`src/rtl/tdm_demux_pkg.sv`:
```
// Shared constants for the TDM demux scanner: FSM state encoding and slot indices.
package tdm_demux_pkg;

    localparam logic [1:0] ST_IDLE   = 2'd0;
    localparam logic [1:0] ST_SETTLE = 2'd1;
    localparam logic [1:0] ST_SAMPLE = 2'd2;

    localparam logic [1:0] SLOT_A = 2'd0;
    localparam logic [1:0] SLOT_B = 2'd1;
    localparam logic [1:0] SLOT_C = 2'd2;
    localparam logic [1:0] SLOT_D = 2'd3;

endpackage

```
`src/rtl/tdm_demux_scanner_settle_timer.sv`:
```
// Settle down-counter: load primes SETTLE_CYCLES-1, tick counts toward zero, done flags zero.
module settle_timer #(
    parameter int SETTLE_CYCLES = 2
) (
    input  logic clk,
    input  logic rst,
    input  logic load,
    input  logic tick,
    output logic done
);

    localparam int CNT_W = $clog2(SETTLE_CYCLES + 1);
    localparam logic [CNT_W-1:0] LOAD_VAL = CNT_W'(SETTLE_CYCLES - 1);

    logic [CNT_W-1:0] cnt;

    always_ff @(posedge clk or posedge rst) begin
        if (rst) begin
            cnt <= '0;
        end else if (load) begin
            cnt <= LOAD_VAL;
        end else if (tick && (cnt != '0)) begin
            cnt <= cnt - CNT_W'(1);
        end
    end

    assign done = (cnt == '0);

endmodule

```
`src/rtl/tdm_demux_scanner.sv`:
```
// Scans an external 4:1 mux via s1/s2 and rebuilds its four channels from din.
// Build option: TDM_DEMUX_SHADOW_EN publishes all four channels together at frame end.
//
// state     | meaning
// ----------+---------------------------------------------------------------
// ST_IDLE   | waiting for en; selects parked on slot A
// ST_SETTLE | select driven, waiting SETTLE_CYCLES for the external mux
// ST_SAMPLE | capture din into the current slot, then advance or finish frame
module tdm_demux_scanner
    import tdm_demux_pkg::*;
#(
    parameter int WIDTH         = 1,
    parameter int SETTLE_CYCLES = 2
) (
    input  logic             clk,
    input  logic             rst,
    input  logic             en,
    input  logic [WIDTH-1:0] din,
    output logic             s1,
    output logic             s2,
    output logic [WIDTH-1:0] a_out,
    output logic [WIDTH-1:0] b_out,
    output logic [WIDTH-1:0] c_out,
    output logic [WIDTH-1:0] d_out,
    output logic             frame_valid,
    output logic             busy
);

    logic [1:0] state;
    logic [1:0] state_nxt;
    logic [1:0] slot;
    logic [1:0] slot_nxt;
    logic       timer_load;
    logic       timer_tick;
    logic       timer_done;
    logic       capture;
    logic       frame_end;

    logic [WIDTH-1:0] ch_q [4];

    settle_timer #(
        .SETTLE_CYCLES(SETTLE_CYCLES)
    ) u_settle_timer (
        .clk (clk),
        .rst (rst),
        .load(timer_load),
        .tick(timer_tick),
        .done(timer_done)
    );

    always_ff @(posedge clk or posedge rst) begin
        if (rst) begin
            state <= ST_IDLE;
        end else begin
            state <= state_nxt;
        end
    end

    always_comb begin
        state_nxt = state;
        case (state)
            ST_IDLE:   if (en) state_nxt = ST_SETTLE;
            ST_SETTLE: if (timer_done) state_nxt = ST_SAMPLE;
            ST_SAMPLE: begin
                // en only matters at the frame boundary; mid-frame the scan always completes
                if ((slot != SLOT_D) || en) state_nxt = ST_SETTLE;
                else                        state_nxt = ST_IDLE;
            end
            default:   state_nxt = ST_IDLE;
        endcase
    end

    always_comb begin
        slot_nxt   = slot;
        timer_load = 1'b0;
        timer_tick = 1'b0;
        capture    = 1'b0;
        frame_end  = 1'b0;
        case (state)
            ST_IDLE: begin
                if (en) begin
                    slot_nxt   = SLOT_A;
                    timer_load = 1'b1;
                end
            end
            ST_SETTLE: timer_tick = 1'b1;
            ST_SAMPLE: begin
                capture    = 1'b1;
                timer_load = 1'b1;
                if (slot == SLOT_D) begin
                    frame_end = 1'b1;
                    slot_nxt  = SLOT_A;
                end else begin
                    slot_nxt  = slot + 2'd1;
                end
            end
            default: slot_nxt = SLOT_A;
        endcase
    end

    always_ff @(posedge clk or posedge rst) begin
        if (rst) begin
            slot        <= SLOT_A;
            frame_valid <= 1'b0;
            busy        <= 1'b0;
        end else begin
            slot        <= slot_nxt;
            frame_valid <= frame_end;
            busy        <= (state_nxt != ST_IDLE);
        end
    end

`ifdef TDM_DEMUX_SHADOW_EN
    logic [WIDTH-1:0] shadow_q [4];

    always_ff @(posedge clk or posedge rst) begin
        if (rst) begin
            for (int i = 0; i < 4; i++) begin
                shadow_q[i] <= '0;
                ch_q[i]     <= '0;
            end
        end else begin
            if (capture) shadow_q[slot] <= din;
            // slot D is captured on this same edge, so it bypasses its shadow
            if (frame_end) begin
                ch_q[SLOT_A] <= shadow_q[SLOT_A];
                ch_q[SLOT_B] <= shadow_q[SLOT_B];
                ch_q[SLOT_C] <= shadow_q[SLOT_C];
                ch_q[SLOT_D] <= din;
            end
        end
    end
`else
    always_ff @(posedge clk or posedge rst) begin
        if (rst) begin
            for (int i = 0; i < 4; i++) begin
                ch_q[i] <= '0;
            end
        end else if (capture) begin
            ch_q[slot] <= din;
        end
    end
`endif

    assign s1    = slot[0];
    assign s2    = slot[1];
    assign a_out = ch_q[SLOT_A];
    assign b_out = ch_q[SLOT_B];
    assign c_out = ch_q[SLOT_C];
    assign d_out = ch_q[SLOT_D];

endmodule
```
`config.mk`:
```
export PLATFORM = sky130hd
export DESIGN_NAME = tdm_demux_scanner
export DESIGN_NICKNAME = d
export VERILOG_FILES = /design/src/rtl/tdm_demux_pkg.sv /design/src/rtl/tdm_demux_scanner_settle_timer.sv /design/src/rtl/tdm_demux_scanner.sv
export SDC_FILE = /design/constraint.sdc
export NUM_CORES = 1
export LEC_CHECK = 0
export BUFFER_PORTS_ARGS = -buffer_cell sky130_fd_sc_hd__clkbuf_2
export CORE_UTILIZATION = 35
export CTS_BUF_LIST = sky130_fd_sc_hd__clkbuf_8
export DETAILED_ROUTE_END_ITERATION = 16
export SKIP_CTS_REPAIR_TIMING = 1
export SLEW_MARGIN = 20
export SYNTH_ARGS = -nofsm -noshare
export SYNTH_HDL_FRONTEND = slang
export SYNTH_SLANG_ARGS = --single-unit
```
`constraint.sdc`:
```
create_clock -name clk -period 1.3 [get_ports clk]
set_input_delay 0.26 -clock clk [delete_from_list [all_inputs] [get_ports clk]]
set_output_delay 0.26 -clock clk [all_outputs]
set_load 0.05 [all_outputs]
```
==> results.sh <==
export IMPL_run_status="finished clean"
export IMPL_worst_ep_arrival_time_ns=0.93
export IMPL_grt_max_degree=13
export IMPL_worst_reg2reg_path_depth=3
export IMPL_core_um2=1520
export IMPL_gp_congestion=0.794
export IMPL_setup_violations=0
export IMPL_final_net_count=78
export IMPL_grt_met2_usage=0.209
export IMPL_dieWidth_um=42.6
export IMPL_synth_cell_area_um2=577
export IMPL_grt_pass1_vias=404
export IMPL_actual_transition_at_the_worst_max_transition_pin_ns=0.469
export IMPL_synth_seq_cells=12
export IMPL_finalHoldWorstSlack_ns=0.0101
export IMPL_cp_depth=1
export IMPL_via_count=421
export IMPL_globalRoute_busiestLayer="met2"
export IMPL_syn_instance_count=51
export IMPL_overflow=0
export IMPL_die_area_um2=1810
export IMPL_syn_area_per_cell_um2=11.3
export IMPL_r2r_start="slot[0]"
export IMPL_path_cells="clkbuf_2"
export IMPL_timing_critical_path_from="slot[0]"
export IMPL_cts_num_sinks=12
export IMPL_detail_route_antenna_nets=0
export IMPL_worstPathBufferInverterCount=1
export IMPL_unrepaired_setup_endpoints_after_global_routing="no"
export IMPL_critical_path_required_ns=1.04
export IMPL_timing_final_max_slew_violations=0
export IMPL_clockRootBuffer="clkbuf_8"
export IMPL_tritoncts="yes"
export IMPL_max_freq_mhz=837
export IMPL_layout_drive_gt1_share=0.324
export IMPL_1st_pass_router_iterations=4
export IMPL_cts_root_to_sink_buffers=2
export IMPL_initial_core_util=0.378
export IMPL_min_period_ns=1.19
export IMPL_cpLargestDelayFamily="flip-flops"
export IMPL_grt_use_met3=0.0388
export IMPL_antenna_violations_before_repair=0
export IMPL_totalWireLength_um=945
export IMPL_regToRegSetupSlack_ns=0.13
export IMPL_grt_first_pass_wirelength_um=1680
export IMPL_crit_path_max_fanout=6
export IMPL_worst_setup_path_end_kind="primary output"
export IMPL_floorplan_io_pins=12
export IMPL_placement_rows=14
export IMPL_layout_area_overhead_vs_synth_pct=24.3
export IMPL_synth_area_leaders="dfrtp_1 52%, ha_1 11%, mux2_1 5.9%, inv_1 4.6%, a22o_1 3.0%"
export IMPL_first_iter_violations=11
export IMPL_die_height_um=42.6
export IMPL_grt_util_all_layers=0.124
export IMPL_synth_distinct_cells=19
export IMPL_criticalPathCategory="reg -> out"
export IMPL_cts_buf_count=3
export IMPL_fin_worst_skew_ns=0.000519
export IMPL_grt_use_met1=0.149
export IMPL_hold_class="in -> async"
export IMPL_irDropWorstVdd_v=0.000742
export IMPL_synth_largest_type_area_fraction=0.521
export IMPL_dp_final_hpwl_um=687
export IMPL_post_synth_top_area_cell="dfrtp_1"
export IMPL_setup_worst_path_start_class="flip-flop"
export IMPL_total_power_mw=1.73
export IMPL_io_buffers=11
export IMPL_postSynthNetCount=60
export IMPL_timing_critical_path_slowest_stage_cell="dfrtp_2"
export IMPL_leakage_power_nw=0.352
export IMPL_drt_wirelength_per_cell_um=11.3
export IMPL_number_of_max_cap_violations=0
export IMPL_drt_vias_per_instance=5.01
export IMPL_clkTransAtPathRegs_ns=0.05
export IMPL_detail_route_drc_violations=0
export IMPL_finalCritPeriodShare=0.919
export IMPL_slew_headroom=0.687
export IMPL_cellPowerDensity_nw_per_um2=2410
export IMPL_yosysSeqAreaShare=0.521
export IMPL_worst_skew_pair_late_latency_ns=0.23
export IMPL_finalHoldViolations=0
export IMPL_synth_warning_count=0
export IMPL_cts_htree_levels=1
export IMPL_antenna_fix_cells=0
export IMPL_slowest_delay_ns=0.40
-- state kept, by name, indices dropped and copies added (netlist names) --
name	count
a_out	1
u_settle_timer.cnt	2
d_out	1
slot	2
busy	1
c_out	1
b_out	1
state	2
frame_valid	1
-- logic make-up (layout without fill, tap and decap cells) --
family / count (synthesis) / count (layout) / synth area share
buffers and inverters: 7 / 24 / 0.0456
multiplexers: 4 / 4 / 0.0846
AO/OA/AOI/OAI: 10 / 10 / 0.111
flip-flops: 12 / 12 / 0.521
AND/OR/NAND/NOR: 13 / 13 / 0.130
adder cells (fa/ha/maj): 5 / 5 / 0.108
-- final cells by class --
| type | count | area [um^2] |
|---|---|---|
| Tap cell | 16 | 20.0 |
| Timing Repair Buffer | 13 | 70.1 |
| Multi-Input combinational cell | 32 | 253 |
| Clock buffer | 3 | 41.3 |
| Clock inverter | 1 | 3.75 |
| Fill cell | 138 | 807 |
| Sequential cell | 12 | 303 |
| Inverter | 7 | 26.3 |
-- power by group --
part	internal (mW)	total (mW)	leakage (nW)	switching [mW]
clock	0.208	0.344	0.0269	0.136
sequential	0.506	0.592	0.145	0.0853
combinational	0.272	0.790	0.181	0.518
total	0.986	1.73	0.352	0.739
-- cells in the final DEF, fill, tap and decap left out --
| cell | count |
|---|---|
| mux2_1 | 3 |
| dfrtp_2 | 2 |
| mux2_4 | 1 |
| a31oi_1 | 1 |
| a22o_1 | 2 |
| nor2b_4 | 1 |
| o21ai_0 | 3 |
| clkbuf_2 | 11 |
| ha_1 | 4 |
| inv_1 | 8 |
| buf_4 | 2 |
| dfrtp_1 | 10 |
| or2b_1 | 1 |
| and2_4 | 1 |
| nand2_1 | 4 |
| nor2_1 | 3 |
| o22a_1 | 1 |
| nor2b_1 | 1 |
| o22ai_1 | 1 |
| clkbuf_8 | 3 |
| nor3_1 | 1 |
| a21oi_1 | 2 |
| nor3b_1 | 1 |
| ha_2 | 1 |
-- synthesized netlist by cell type (all sizes together) --
| library cell | count |
|---|---|
| dfrtp | 12 |
| inv | 7 |
| ha | 5 |
| mux2 | 4 |
| nand2 | 4 |
| nor2 | 3 |
| o21ai | 3 |
| a21oi | 2 |
| a22o | 2 |
| nor2b | 2 |
| a31oi | 1 |
| and2 | 1 |
| nor3 | 1 |
| nor3b | 1 |
| o22a | 1 |
| o22ai | 1 |
| or2b | 1 |
-- layer usage --
metal | vias up | share of wire
met4 | 0 | 0.0063
met2 | 14 | 0.49
met1 | 198 | 0.46
met5 | - | 0
li1 | 207 | -
met3 | 2 | 0.041
-- worst reg2reg max path: stages, from the launching register on --
cell	delay, ns
dfrtp_2	0.44
ha_2	0.20
and2_4	0.14
mux2_4	0.28
-- per-stage QoR --
stage                      util  TNS, ns  std cells  setup slack [ns]  cell area [um^2]
after floorplan               -  -0.0568         51           -0.0217               582
after global placement    0.441        0         80             0.145               672
after detailed placement  0.441        0         80             0.129               672
after CTS                 0.470        0         84            0.0964               717
after global routing      0.470        0         84            0.0101               717
final                     0.470        0         84             0.106               717
-- final timing paths --
check / end
hold reg to reg: b_out
min in group clk: a_out
setup reg to reg: d_out
hold / removal: busy
setup / recovery: s1
max in group asynchronous: slot[1]
Note: power is estimated with default switching activity, not from simulation.
